File: src/rtl/modulo_mux_pkg.sv
// Shared constants for the registered 2:1 selector (modulo_mux) and its combinational core.
package modulo_mux_pkg;

  localparam int DEF_WIDTH = 1;
  localparam int DEF_CNT_W = 8;

  localparam logic SEL_CERO = 1'b0;
  localparam logic SEL_UNO  = 1'b1;

endpackage

File: src/rtl/modulo_mux_mux2.sv
// mux2_comb: purely combinational WIDTH-bit 2:1 selector (sel=1 picks uno, sel=0 picks cero).
module mux2_comb
  import modulo_mux_pkg::*;
#(
  parameter int WIDTH = DEF_WIDTH
) (
  input  logic [WIDTH-1:0] uno,
  input  logic [WIDTH-1:0] cero,
  input  logic             sel,
  output logic [WIDTH-1:0] y
);

  // A continuous assign has no path that leaves y unassigned, so no latch can form.
  assign y = (sel == SEL_UNO) ? uno : cero;

endmodule

File: src/rtl/modulo_mux.sv
// modulo_mux: registered 2:1 selector with select-toggle pulse and saturating toggle counter.
// Optional registered even-parity output Q_par when MODULO_MUX_PARITY_EN is defined.
module modulo_mux
  import modulo_mux_pkg::*;
#(
  parameter int WIDTH = DEF_WIDTH,
  parameter int CNT_W = DEF_CNT_W
) (
  input  logic             clk,
  input  logic             rst,
  input  logic [WIDTH-1:0] uno,
  input  logic [WIDTH-1:0] cero,
  input  logic             sel,
  output logic [WIDTH-1:0] Q,
  output logic             sel_q,
  output logic             sel_toggle,
  output logic [CNT_W-1:0] toggle_cnt
`ifdef MODULO_MUX_PARITY_EN
  ,
  output logic             Q_par
`endif
);

  localparam logic [CNT_W-1:0] CNT_MAX = '1;

  logic [WIDTH-1:0] mux_y;
  logic             toggle;

  mux2_comb #(.WIDTH(WIDTH)) u_mux2 (
    .uno  (uno),
    .cero (cero),
    .sel  (sel),
    .y    (mux_y)
  );

  // sel_q doubles as the previous select sample; its reset value 0 is the first reference.
  assign toggle = (sel != sel_q);

  // NOTE: registers use non-blocking assignments so every flop samples pre-edge values.
  always_ff @(posedge clk) begin
    if (rst) begin
      Q          <= '0;
      sel_q      <= SEL_CERO;
      sel_toggle <= 1'b0;
      toggle_cnt <= '0;
    end else begin
      Q          <= mux_y;
      sel_q      <= sel;
      sel_toggle <= toggle;
      if (toggle && (toggle_cnt != CNT_MAX))
        toggle_cnt <= toggle_cnt + CNT_W'(1);
    end
  end

`ifdef MODULO_MUX_PARITY_EN
  always_ff @(posedge clk) begin
    if (rst) Q_par <= 1'b0;
    else     Q_par <= ^mux_y;
  end
`endif

endmodule

File: config.mk
export PLATFORM = sky130hd
export DESIGN_NAME = modulo_mux
export DESIGN_NICKNAME = d
export VERILOG_FILES = /design/src/rtl/modulo_mux_pkg.sv /design/src/rtl/modulo_mux_mux2.sv /design/src/rtl/modulo_mux.sv
export SDC_FILE = /design/constraint.sdc
export NUM_CORES = 1
export LEC_CHECK = 0
export BUFFER_PORTS_ARGS = -buffer_cell sky130_fd_sc_hd__buf_2
export CAP_MARGIN = 20
export CORE_AREA = 2 2 39 41
export CTS_CLUSTER_DIAMETER = 120
export DETAILED_ROUTE_END_ITERATION = 16
export DIE_AREA = 0 0 41 43
export MAX_ROUTING_LAYER = met4
export PLACE_DENSITY = 0.68
export SYNTH_ARGS = -nofsm -noshare
export SYNTH_HDL_FRONTEND = slang
export SYNTH_HIERARCHICAL = 1
export SYNTH_SLANG_ARGS = --single-unit
export TNS_END_PERCENT = 50
File: constraint.sdc
create_clock -name clk -period 1.6 [get_ports clk]
set_input_delay 0.32 -clock clk [delete_from_list [all_inputs] [get_ports clk]]
set_output_delay 0.32 -clock clk [all_outputs]
set_load 0.1 [all_outputs]
Yosys cells after proc, flatten, opt, wreduce, memory -nomap -nowiden

Cells that the tools add are included.

Bits in registers: 11
Bits of input ports: 5
Output and inout port bits: 11
Logic and storage cells: 9

$add $sub $neg: 1
Equal/unequal tests: 2
Multiplexer cells: 1
Reduce and logical (&&, ||, !) cells: 1

Operator list:

| kind                  | number |
|---|---|
| $add A8 B1 Y8 const B | 1 |
| $ne A8 B8 Y1 const B  | 1 |
| $logic_and A1 B1 Y1   | 1 |
| $mux W1               | 1 |
| $ne A1 B1 Y1          | 1 |

Depth between registers and ports, before layout

Gate-level depths: netlist of the first run.

Depth after elaboration: 2
Depth in mapped cells: 5

Modules after synthesis

Netlist of the first run, hierarchy kept.

By module, submodules not included:

| module     | times used | cells each | area an instance (um2) |
|---|---|---|---|
| modulo_mux | 1          | 50         | 478.0 |
| mux2_comb  | 1          | 1          | 15.0 |

Least setup slack after synthesis of the first run

OpenSTA, ideal clock, no wires.

Kind: register to register
Start point: register toggle_cnt[0]
End point: register toggle_cnt[1]
Setup time: 128 ps
Data arrival time: 2095 ps
Required time: 1472 ps
Setup slack: -622 ps
Stages on the path, launching flop included: 6
Path buffers: 0
Clock period less this slack: 2222 ps
Cells stage by stage: dfxtp_1 -> ha_1 -> nand4_1 -> o21ai_0 -> mux2i_1 -> nor2_1

Longest elaborated chain between the ends: 2
Elaborated cells on any way between the ends: 3
Those cells by class: add/sub: 1; eq/ne: 1; reduce/logical: 1

Ends and longest elaborated chain:

| what                                                  | line             | text |
|---|---|---|
| start, declared                                       | modulo_mux.sv:17 | `output logic [CNT_W-1:0] toggle_cnt` |
| start signal, assigned                                | modulo_mux.sv:51 | `toggle_cnt <= toggle_cnt + CNT_W'(1);` |
| branches (longest 2 deep; another with $add A8 B1 Y8) | -                |  |

Several ways; the timed one is not identified.
A chain may end at the register's enable or synchronous reset.

Final worst setup path of the first run

Start point: register toggle_cnt[2]
End point: output port toggle_cnt[2]

No word-level cell between the ends.

==> summary.txt, run 1 <==
Pwr
  • Static leakage: 0.2768 nW
  • Maximum vdd ir drop: 543.2 uV
  • Relative contribution of sequential cells to total power: 46.2%
  • Combinational fraction of design power: 24.3%
  • Clock network fraction of total power: 29.5%
  • Sw Ratio: 35.79%
  • Power per cell area: 1024 mW/mm^2
  • Int Pwr: 0.4186 mW
  • Psw: 0.2334 mW

Logic synthesis
  • Cell type with the largest total area after synthesis: sky130_fd_sc_hd__dfxtp_1
  • Async SR Flop Fraction: 0%
  • Total nets after synthesis: 57
  • Number of register bits inferred by synthesis: 11
  • Combinational family with the most area after synthesis: simple AND/OR/NAND/NOR gates
  • Synthesis warning total: 6
  • Mean cell area of the mapped netlist: 9.666 sq um
  • Synthesized-area fraction occupied by ao, oa, aoi and oai cells: 13.71%
  • Cell area after synthesis: 493.0 sq um
  • Most used DFF post-synth: sky130_fd_sc_hd__dfxtp_1
  • Leading post-synthesis cells by cell area: sky130_fd_sc_hd__dfxtp_1, sky130_fd_sc_hd__nor2b_1, sky130_fd_sc_hd__nor2_1
  • Xor and xnor area share after synthesis: 6.853%
  • Number of different library cells in the post-synthesis netlist: 23
  • Post-Synth Simple-Gate Area: 24.11%
  • Portion of netlist area occupied by mux cells: 7.360%
  • Post-synth EDFFs: 0
  • Post-synthesis cell count: 51
  • Share of the yosys chip area belonging to registers: 44.67%
  • Fraction of synthesized cell area taken by the top area cell type: 44.67%
  • Adder and majority cell fraction of the synthesized area: 2.538%

CTS
  • Maximum buffer depth of the clock tree: 2
  • Clk sink count: 11
  • Hold-fix buffers at CTS: 0
  • Clock tree from TritonCTS: yes
  • CTS Root Cell: sky130_fd_sc_hd__clkbuf_4
  • Number of CTS-inserted buffers: 3
  • Clock insertion delay at the later pin of the skew report: 270 ps
  • Number of levels in the clock H-tree: 1
  • # Post-CTS Setup Buffers: 0
  • Number of cells upsized or downsized after cts: 0
  • Reg clk slew, reported paths: 70 ps

Critical path
  • Worst stage delay on the critical path: 450 ps
  • CP Launch Type: register
  • Critical path, cell by cell: buf_2
  • Top cell family by delay on the critical path: buffers and inverters
  • Critical Path Slowest Stage Cell: sky130_fd_sc_hd__buf_2
  • Start-to-end type of the worst setup path: reg -> out
  • Crit path buf inv count: 1
  • CP Data Arrival Time: 1130 ps
  • Required time of the worst setup path: 1280 ps
  • Critical Path Fanout Max: 9
  • Endpoint class of the critical path: output port

Cells and area
  • Fraction of final layout cells with drive strength greater than 1: 45.71%
  • Nets: 77
  • Area growth from synthesis to layout: 29.19%
  • Ant diodes: 0

Drt
  • Routed via count: 459
  • Drt wl/cell: 11.66 um
  • Number of DRC violations after detailed routing: 0
  • Wire length after detailed routing: 1003 um
  • Routed vias/inst: 5.337
  • Antenna viol nets, final: 0
  • Number of DRC markers in iteration 0: 18
  • Detailed-routing iteration count for the pre-antenna-repair pass: 4

Flow run
  • Max Cap Viol: 0

STA
  • RSZ-0062 raised after global routing: no
  • Fin Clk Skew: 4.974 ps
  • Total setup violations reported at the end of the flow: 0
  • Final min period: 1447 ps
  • Total negative slack: 0 ps
  • Worst Tran Pin Value: 486.2 ps
  • Worst setup slack after layout: 152.8 ps
  • Fmax: 0.6910 GHz
  • Tightest slew margin relative to the limit: 67.81%
  • Final-report hold violation count: 0
  • Number of pins with negative max-slew slack in the final report: 0
  • Final clock period utilization by the worst path: 90.45%

Placed design
  • HPWL after DPL: 685.5 um
  • Final GP Congestion: 0.7367
  • Count of input and output buffers: 15
  • Post-placement worst setup slack: 188.9 ps

Floorplan
  • Boundary pin count: 16
  • Num rows: 14
  • Horizontal die dimension: 41 um
  • Die Footprint: 0.001763 sq mm
  • Starting density of the core: 35.62%
  • Vertical extent of the die: 43 um
  • Core outline area: 0.001384 sq mm

Global routing
  • Aggregate global routing overflow: 0
  • Global-route wire length before repair: 1511 um
  • Pin count of the biggest net entering global routing: 13
  • Total global-route track usage: 13.02%
  • Initial antenna violation count: 0
  • Via count of the first global-routing pass: 358

Run status
  • Run status: finished clean

Hold path
  • Worst min-delay path category: in -> reg
## worst reg2reg max path, cell delays in order, from the launching register on
cell	delay [ps]
sky130_fd_sc_hd__dfxtp_4	360
sky130_fd_sc_hd__ha_1	270
sky130_fd_sc_hd__nand4_1	140
sky130_fd_sc_hd__nor2_1	50
sky130_fd_sc_hd__nor2_1	140
sky130_fd_sc_hd__mux2_2	350
## placed cells by master (no fill, tap or decap), drive strengths merged, types with 3 or more instances in the layout
| cell type | n |
|---|---|
| nor2b | 4 |
| xor2 | 3 |
| nor3 | 4 |
| nor2 | 6 |
| clkbuf | 4 |
| a31oi | 3 |
| dfxtp | 11 |
| buf | 16 |
## power groups by stage
stage	registers [mW]	clock network, mW	logic [mW]
after floorplan	0.402	0	0.0341
after global placement	0.306	0	0.159
after detailed placement	0.308	0	0.159
after CTS	0.301	0.205	0.160
after global routing	0.303	0.212	0.165
final	0.301	0.192	0.158
## area by class of cell
cell class | count | area, sq um
sequential | 11 | 239.0
multi-input combinational | 39 | 269.0
clock buffer | 4 | 26.28
timing repair buffer | 16 | 82.58
tap | 16 | 20.02
fill | 139 | 747.0
## through the flow
step	instances	util, %	hold WS (ps)	power, mW	instance area [sq um]
2_1_floorplan	51	-	446.8	0.4360	511.7
6_report	86	46.02	344.7	0.6520	636.9
5_1_grt	86	46.02	339.1	0.6799	636.9
3_3_place_gp	82	44.12	509.0	0.4656	610.6
3_5_place_dp	82	44.12	519.6	0.4668	610.6
4_1_cts	86	46.02	335.6	0.6659	636.9
## kinds of logic after synthesis
family,after synthesis
simple gates,23
mux,3
fa+ha+maj,1
buf+inv,1
xor+xnor,3
flops,11
compound gates,9
## path summary, 6_finish.rpt
path                                     from             to  cells past startpoint  slack (ps)
worst max register to register  toggle_cnt[0]  toggle_cnt[3]                      5         190
worst min-delay path                      sel          sel_q                      2         340
worst min register to register  toggle_cnt[1]  toggle_cnt[1]                      2         530
worst max-delay path            toggle_cnt[2]  toggle_cnt[2]                      1         150
## synth_stat cells (all sizes together) (2+ instances only)
cell type   n
nand4       2
nand2       2
and3        2
dfxtp      11
mux2        2
a31oi       3
xor2        3
nor2        6
nand3       2
nor3        4
nor2b       4
## flip-flops by register name, summed over array words and instances, names as in the netlist
| signal | count |
|---|---|
| sel_toggle | 1 |
| Q | 1 |
| sel_q | 1 |
| toggle_cnt | 8 |
## per-layer routing
layer	GRT usage [%]	part of all wire, %
met1	18.57	47
met5	-	0
met4	8.000	0
met3	4.712	7.5
met2	15.00	45
(Power assumes the default switching activity.)
==> run 2, diff against run 1 <==
--- a/config.mk
+++ b/config.mk
@@ -12,7 +12,6 @@
 export DETAILED_ROUTE_END_ITERATION = 16
 export DIE_AREA = 0 0 41 43
 export MAX_ROUTING_LAYER = met4
-export PLACE_DENSITY = 0.68
 export SYNTH_ARGS = -nofsm -noshare
 export SYNTH_HDL_FRONTEND = slang
 export SYNTH_HIERARCHICAL = 1
==> summary.txt, run 2 (synthesis gave the netlist of run 1 again) <==
Drt
  • Drt wl/cell: 10.84 um (-7.1%)
  • Uppermost routed layer: met4
  • Wire length after detailed routing: 932 um (-7.1%)
  • Number of DRC markers in iteration 0: 5 (-13)
  • Antenna viol nets, final: 0 (unchanged)
  • Routed vias/inst: 5.035 (-5.7%)
  • M1 wire length: 449 um (-4.7%)
  • Total length of routed met2 wires: 414 um (-9.2%)
  • Wire length on met3: 52 um (-31%)
  • Routed via count: 433 (-5.7%)
  • Detailed-routing iteration count for the pre-antenna-repair pass: 4 (unchanged)
  • Number of DRC violations after detailed routing: 0 (unchanged)

Global routing
  • Initial antenna violation count: 0 (unchanged)
  • Total global-route track usage: 13.20% (+0.18 points)
  • Pin count of the biggest net entering global routing: 13 (unchanged)
  • Global-route wire length before repair: 1524 um (+0.86%)
  • Aggregate global routing overflow: 0 (unchanged)
  • Via count of the first global-routing pass: 372 (+3.9%)

Cells and area
  • Total non-filler cell area in the finished layout: 636.9 sq um (unchanged)
  • Number of filler cells placed in the layout: 132 (-5.0%)
  • Fraction of final layout cells with drive strength greater than 1: 45.71% (unchanged)
  • Nets: 77 (unchanged)
  • Final standard cell count with taps included and fillers excluded: 86 (unchanged)
  • Post-route core utilization: 46.02% (unchanged)
  • Most common cell after layout, fill and taps aside: sky130_fd_sc_hd__buf_2
  • Commonest cells after routing, fill and taps aside: sky130_fd_sc_hd__buf_2, sky130_fd_sc_hd__nor2_1, sky130_fd_sc_hd__dfxtp_2
  • Largest register by flop count: toggle_cnt
  • Max reg flops: 8 (unchanged)
  • Ant diodes: 0 (unchanged)
  • Area growth from synthesis to layout: 29.19% (unchanged)

STA
  • Tightest slew margin relative to the limit: 67.75% (about the same)
  • Fmax: 0.6955 GHz (+0.65%)
  • Worst Tran Pin Value: 487.1 ps (+0.9161 ps)
  • Number of pins with negative max-slew slack in the final report: 0 (unchanged)
  • RSZ-0062 raised after global routing: no
  • Final min period: 1438 ps (-9.408 ps)
  • Total setup violations reported at the end of the flow: 0 (unchanged)
  • Total negative slack: 0 ps (unchanged)
  • Hold_ws: 351.3 ps (+6.663 ps)
  • Final clock period utilization by the worst path: 89.87% (-0.59 points)
  • Fin Clk Skew: 3.671 ps (-1.303 ps)
  • Final-report hold violation count: 0 (unchanged)

CTS
  • Clock insertion delay at the later pin of the skew report: 270 ps (about the same)
  • # Post-CTS Setup Buffers: 0 (unchanged)
  • Maximum buffer depth of the clock tree: 2 (unchanged)
  • Clock tree from TritonCTS: yes
  • Number of CTS-inserted buffers: 3 (unchanged)
  • Reg clk slew, reported paths: 70 ps (about the same)
  • Number of cells upsized or downsized after cts: 0 (unchanged)
  • Clk sink count: 11 (unchanged)
  • Number of levels in the clock H-tree: 1 (unchanged)
  • CTS Root Cell: sky130_fd_sc_hd__clkbuf_4
  • Hold-fix buffers at CTS: 0 (unchanged)

Floorplan
  • Boundary pin count: 16 (unchanged)
  • Core outline area: 0.001384 sq mm (unchanged)
  • Num rows: 14 (unchanged)
  • Vertical extent of the die: 43 um (unchanged)
  • Die Footprint: 0.001763 sq mm (unchanged)
  • Horizontal die dimension: 41 um (unchanged)
  • Starting density of the core: 35.62% (unchanged)

Critical path
  • Required time of the worst setup path: 1760 ps (+480 ps)
  • Count of cells along the worst register-to-register path: 5 (unchanged)
  • Endpoint class of the critical path: register
  • CP Launch Type: register
  • Start-to-end type of the worst setup path: reg -> reg
  • CP Data Arrival Time: 1600 ps (+470 ps)
  • Critical Path Fanout Max: 6 (-3)

Hold path
  • Worst min-delay path category: in -> reg
  • Number of instances on the worst hold path: 2 (unchanged)

Placed design
  • Final GP Congestion: 0.7634 (+3.6%)
  • Post-placement cell count: 82 (unchanged)
  • Count of input and output buffers: 15 (unchanged)
  • HPWL after DPL: 712.9 um (+4.0%)
  • Post-Place Cell Area: 610.6 sq um (unchanged)

Flow run
  • Max Cap Viol: 0 (unchanged)

Pwr
  • Power per cell area: 1012 mW/mm^2 (-1.1%)
  • Maximum vdd ir drop: 481.0 uV (-11%)
  • Static leakage: 0.2768 nW (unchanged)

Run status
  • Run status: finished clean
run 2: stage by stage:
| step | setup slack [ps] | total power, mW |
|---|---|---|
| CTS | 153.1 | 0.6546 |
| global route | 69.23 | 0.6791 |
| floorplan | 11.73 | 0.4360 |
| global placement | 155.6 | 0.4639 |
| detailed placement | 103.2 | 0.4653 |
| finish | 162.2 | 0.6446 |
run 2: area by class of cell:
type,count,area (sq um),share of cell area (%)
clock buffer,4,26.28,4.126
sequential,11,239.0,37.52
tap,16,20.02,3.143
multi-input combinational,39,269.0,42.24
timing repair buffer,16,82.58,12.97
run 2: critical path: stages, from the launching register on:
cell and delay (ps):
sky130_fd_sc_hd__dfxtp_4 360, sky130_fd_sc_hd__ha_1 270, sky130_fd_sc_hd__nand4_1 150, sky130_fd_sc_hd__nor2_1 50, sky130_fd_sc_hd__nor2_1 160, sky130_fd_sc_hd__mux2_2 350
run 2: worst paths after layout:
path,to,startpoint,slack [ps]
worst min register to register,toggle_cnt[1],toggle_cnt[1],530
worst max-delay path,toggle_cnt[3],toggle_cnt[0],160
worst max register to register,toggle_cnt[3],toggle_cnt[0],160
worst min-delay path,sel_q,sel,350
run 2: metal layers:
layer	track usage, %	vias to the layer above
met4	8.000	0
met2	17.81	15
met1	17.15	191
met3	3.141	2
met5	-	-
li1	-	225
run 2: power by group:
part	internal, mW	switching (mW)
Sequential	0.288	0.0123
Clock	0.0964	0.0902
Combinational	0.0334	0.124
==> run 3, diff against run 2 <==
--- a/config.mk
+++ b/config.mk
@@ -7,11 +7,14 @@
 export LEC_CHECK = 0
 export BUFFER_PORTS_ARGS = -buffer_cell sky130_fd_sc_hd__buf_2
 export CAP_MARGIN = 20
-export CORE_AREA = 2 2 39 41
+export CELL_PAD_IN_SITES_DETAIL_PLACEMENT = 0
+export CELL_PAD_IN_SITES_GLOBAL_PLACEMENT = 1
+export CORE_MARGIN = 2
+export CORE_UTILIZATION = 34
 export CTS_CLUSTER_DIAMETER = 120
 export DETAILED_ROUTE_END_ITERATION = 16
-export DIE_AREA = 0 0 41 43
 export MAX_ROUTING_LAYER = met4
+export PLACE_DENSITY_LB_ADDON = 0.1
 export SYNTH_ARGS = -nofsm -noshare
 export SYNTH_HDL_FRONTEND = slang
 export SYNTH_HIERARCHICAL = 1
==> summary.txt, run 3 (synthesis gave the netlist of run 1 again) <==
Floorplan
  • Boundary pin count: 16 (unchanged)
  • Die Footprint: 0.001770 sq mm (+0.41%)
  • Num rows: 13 (-1)
  • Horizontal die dimension: 42.08 um (+2.6%)
  • Core outline area: 0.001334 sq mm (-3.6%)
  • Vertical extent of the die: 42.08 um (-2.2%)
  • Starting density of the core: 36.96% (+1.3 points)

Critical path
  • Logic depth of the worst setup path including buffers: 1 (-4)
  • Critical Path Fanout Max: 9 (+3)
  • Worst stage delay on the critical path: 450 ps (+90 ps)
  • Required time of the worst setup path: 1280 ps (-480 ps)
  • Critical path, cell by cell: buf_2
  • CP Data Arrival Time: 1140 ps (-460 ps)
  • Top cell family by delay on the critical path: buffers and inverters
  • Crit path buf inv count: 1 (+1)
  • CP Launch Type: register
  • Start-to-end type of the worst setup path: reg -> out
  • Count of cells along the worst register-to-register path: 5 (unchanged)
  • Endpoint class of the critical path: output port
  • Critical Path Slowest Stage Cell: sky130_fd_sc_hd__buf_2

Cells and area
  • Fraction of final layout cells with drive strength greater than 1: 45.71% (unchanged)
  • Commonest cells after routing, fill and taps aside: sky130_fd_sc_hd__buf_2, sky130_fd_sc_hd__nor2_1, sky130_fd_sc_hd__dfxtp_2
  • Largest register by flop count: toggle_cnt
  • Ant diodes: 0 (unchanged)
  • Nets: 77 (unchanged)
  • Post-route core utilization: 47.65% (+1.6 points)
  • Max reg flops: 8 (unchanged)
  • Area growth from synthesis to layout: 28.93%
  • Number of filler cells placed in the layout: 143 (+8.3%)
  • Most common cell after layout, fill and taps aside: sky130_fd_sc_hd__buf_2
  • Total non-filler cell area in the finished layout: 635.6 sq um (-0.20%)
  • Final standard cell count with taps included and fillers excluded: 85 (-1.2%)

CTS
  • Reg clk slew, reported paths: 70 ps (about the same)
  • Number of levels in the clock H-tree: 1 (unchanged)
  • # Post-CTS Setup Buffers: 0 (unchanged)
  • Maximum buffer depth of the clock tree: 2 (unchanged)
  • Clock insertion delay at the later pin of the skew report: 270 ps (about the same)
  • Number of CTS-inserted buffers: 3 (unchanged)
  • Number of cells upsized or downsized after cts: 0 (unchanged)
  • Hold-fix buffers at CTS: 0 (unchanged)
  • Clk sink count: 11 (unchanged)
  • CTS Root Cell: sky130_fd_sc_hd__clkbuf_4
  • Clock tree from TritonCTS: yes

STA
  • Final min period: 1456 ps (+18.43 ps)
  • Final clock period utilization by the worst path: 91.02% (+1.2 points)
  • RSZ-0062 raised after global routing: no
  • Number of pins with negative max-slew slack in the final report: 0 (unchanged)
  • Tightest slew margin relative to the limit: 67.85% (+0.10 points)
  • Total negative slack: 0 ps (unchanged)
  • Fin Clk Skew: 3.906 ps (+0.2347 ps)
  • Final-report hold violation count: 0 (unchanged)
  • Worst Tran Pin Value: 485.6 ps (-1.563 ps)
  • Fmax: 0.6867 GHz (-1.3%)
  • Total setup violations reported at the end of the flow: 0 (unchanged)

Placed design
  • Count of input and output buffers: 15 (unchanged)
  • Final GP Congestion: 0.7475 (-2.1%)
  • Post-Place Cell Area: 609.3 sq um (-0.21%)
  • Post-placement cell count: 81 (-1.2%)

Hold path
  • Worst min-delay path category: in -> reg
  • Number of instances on the worst hold path: 2 (unchanged)

Drt
  • Drt wl/cell: 12.22 um (+13%)
  • Antenna viol nets, final: 0 (unchanged)
  • Wire length after detailed routing: 1039 um (+11%)
  • Number of DRC violations after detailed routing: 0 (unchanged)
  • Number of DRC markers in iteration 0: 13 (+8)
  • Routed via count: 457 (+5.5%)
  • Routed vias/inst: 5.376 (+6.8%)
  • Detailed-routing iteration count for the pre-antenna-repair pass: 4 (unchanged)

Global routing
  • Initial antenna violation count: 0 (unchanged)
  • Aggregate global routing overflow: 0 (unchanged)
  • Pin count of the biggest net entering global routing: 13 (unchanged)
  • Global-route wire length before repair: 1690 um (+11%)
  • Total global-route track usage: 13.19% (about the same)
  • Via count of the first global-routing pass: 383 (+3.0%)

Pwr
  • Static leakage: 0.2768 nW (unchanged)
  • Maximum vdd ir drop: 461.1 uV (-4.1%)
  • Power per cell area: 1020 mW/mm^2 (+0.77%)

Run status
  • Run status: finished clean

Flow run
  • Max Cap Viol: 0 (unchanged)
[run 3: path summary, 6_finish.rpt]
check                     start            end  slack, ps
setup / recovery  toggle_cnt[2]  toggle_cnt[2]        140
hold / removal              sel          sel_q        340
setup reg to reg  toggle_cnt[0]  toggle_cnt[3]        170
hold reg to reg   toggle_cnt[4]  toggle_cnt[4]        540
[run 3: through the flow]
stage | setup WS [ps] | power, mW | hold WS (ps)
2_1_floorplan | 11.73 | 0.4360 | 446.8
3_3_place_gp | 170.3 | 0.4660 | 519.2
3_5_place_dp | 139.4 | 0.4665 | 518.4
4_1_cts | 135.9 | 0.6569 | 338.9
5_1_grt | 61.51 | 0.6769 | 354.3
6_report | 143.7 | 0.6482 | 338.2
[run 3: per-layer routing]
metal  wire length [um]  global-route usage, %  part of all wire, %  up-vias
met5                  0                      -                    0        -
met4                 28                  9.375                  2.7        0
met3                 54                  3.879                  5.2        5
met2                453                  17.19                   44       16
met1                502                  17.11                   48      207
li1                   -                      -                    -      229
[run 3: power by group]
group | leakage (nW) | internal (mW) | total (mW) | switching [mW]
Combinational | 0.167 | 0.0334 | 0.157 | 0.124
Sequential | 0.0948 | 0.288 | 0.302 | 0.0131
Clock | 0.0150 | 0.0967 | 0.189 | 0.0927
[run 3: worst register-to-register path, stage by stage (launching register included)]
cell and delay [ps]:
sky130_fd_sc_hd__dfxtp_4 360, sky130_fd_sc_hd__ha_1 270, sky130_fd_sc_hd__nand4_1 150, sky130_fd_sc_hd__nor2_1 50, sky130_fd_sc_hd__nor2_1 140, sky130_fd_sc_hd__mux2_2 340
[run 3: layout make-up]
type | instances | area, sq um | area share (%)
repair buffers | 16 | 82.58 | 12.99
well taps | 15 | 18.77 | 2.953
multi-input cells | 39 | 269.0 | 42.32
clock buffers | 4 | 26.28 | 4.134
flip-flops and latches | 11 | 239.0 | 37.60
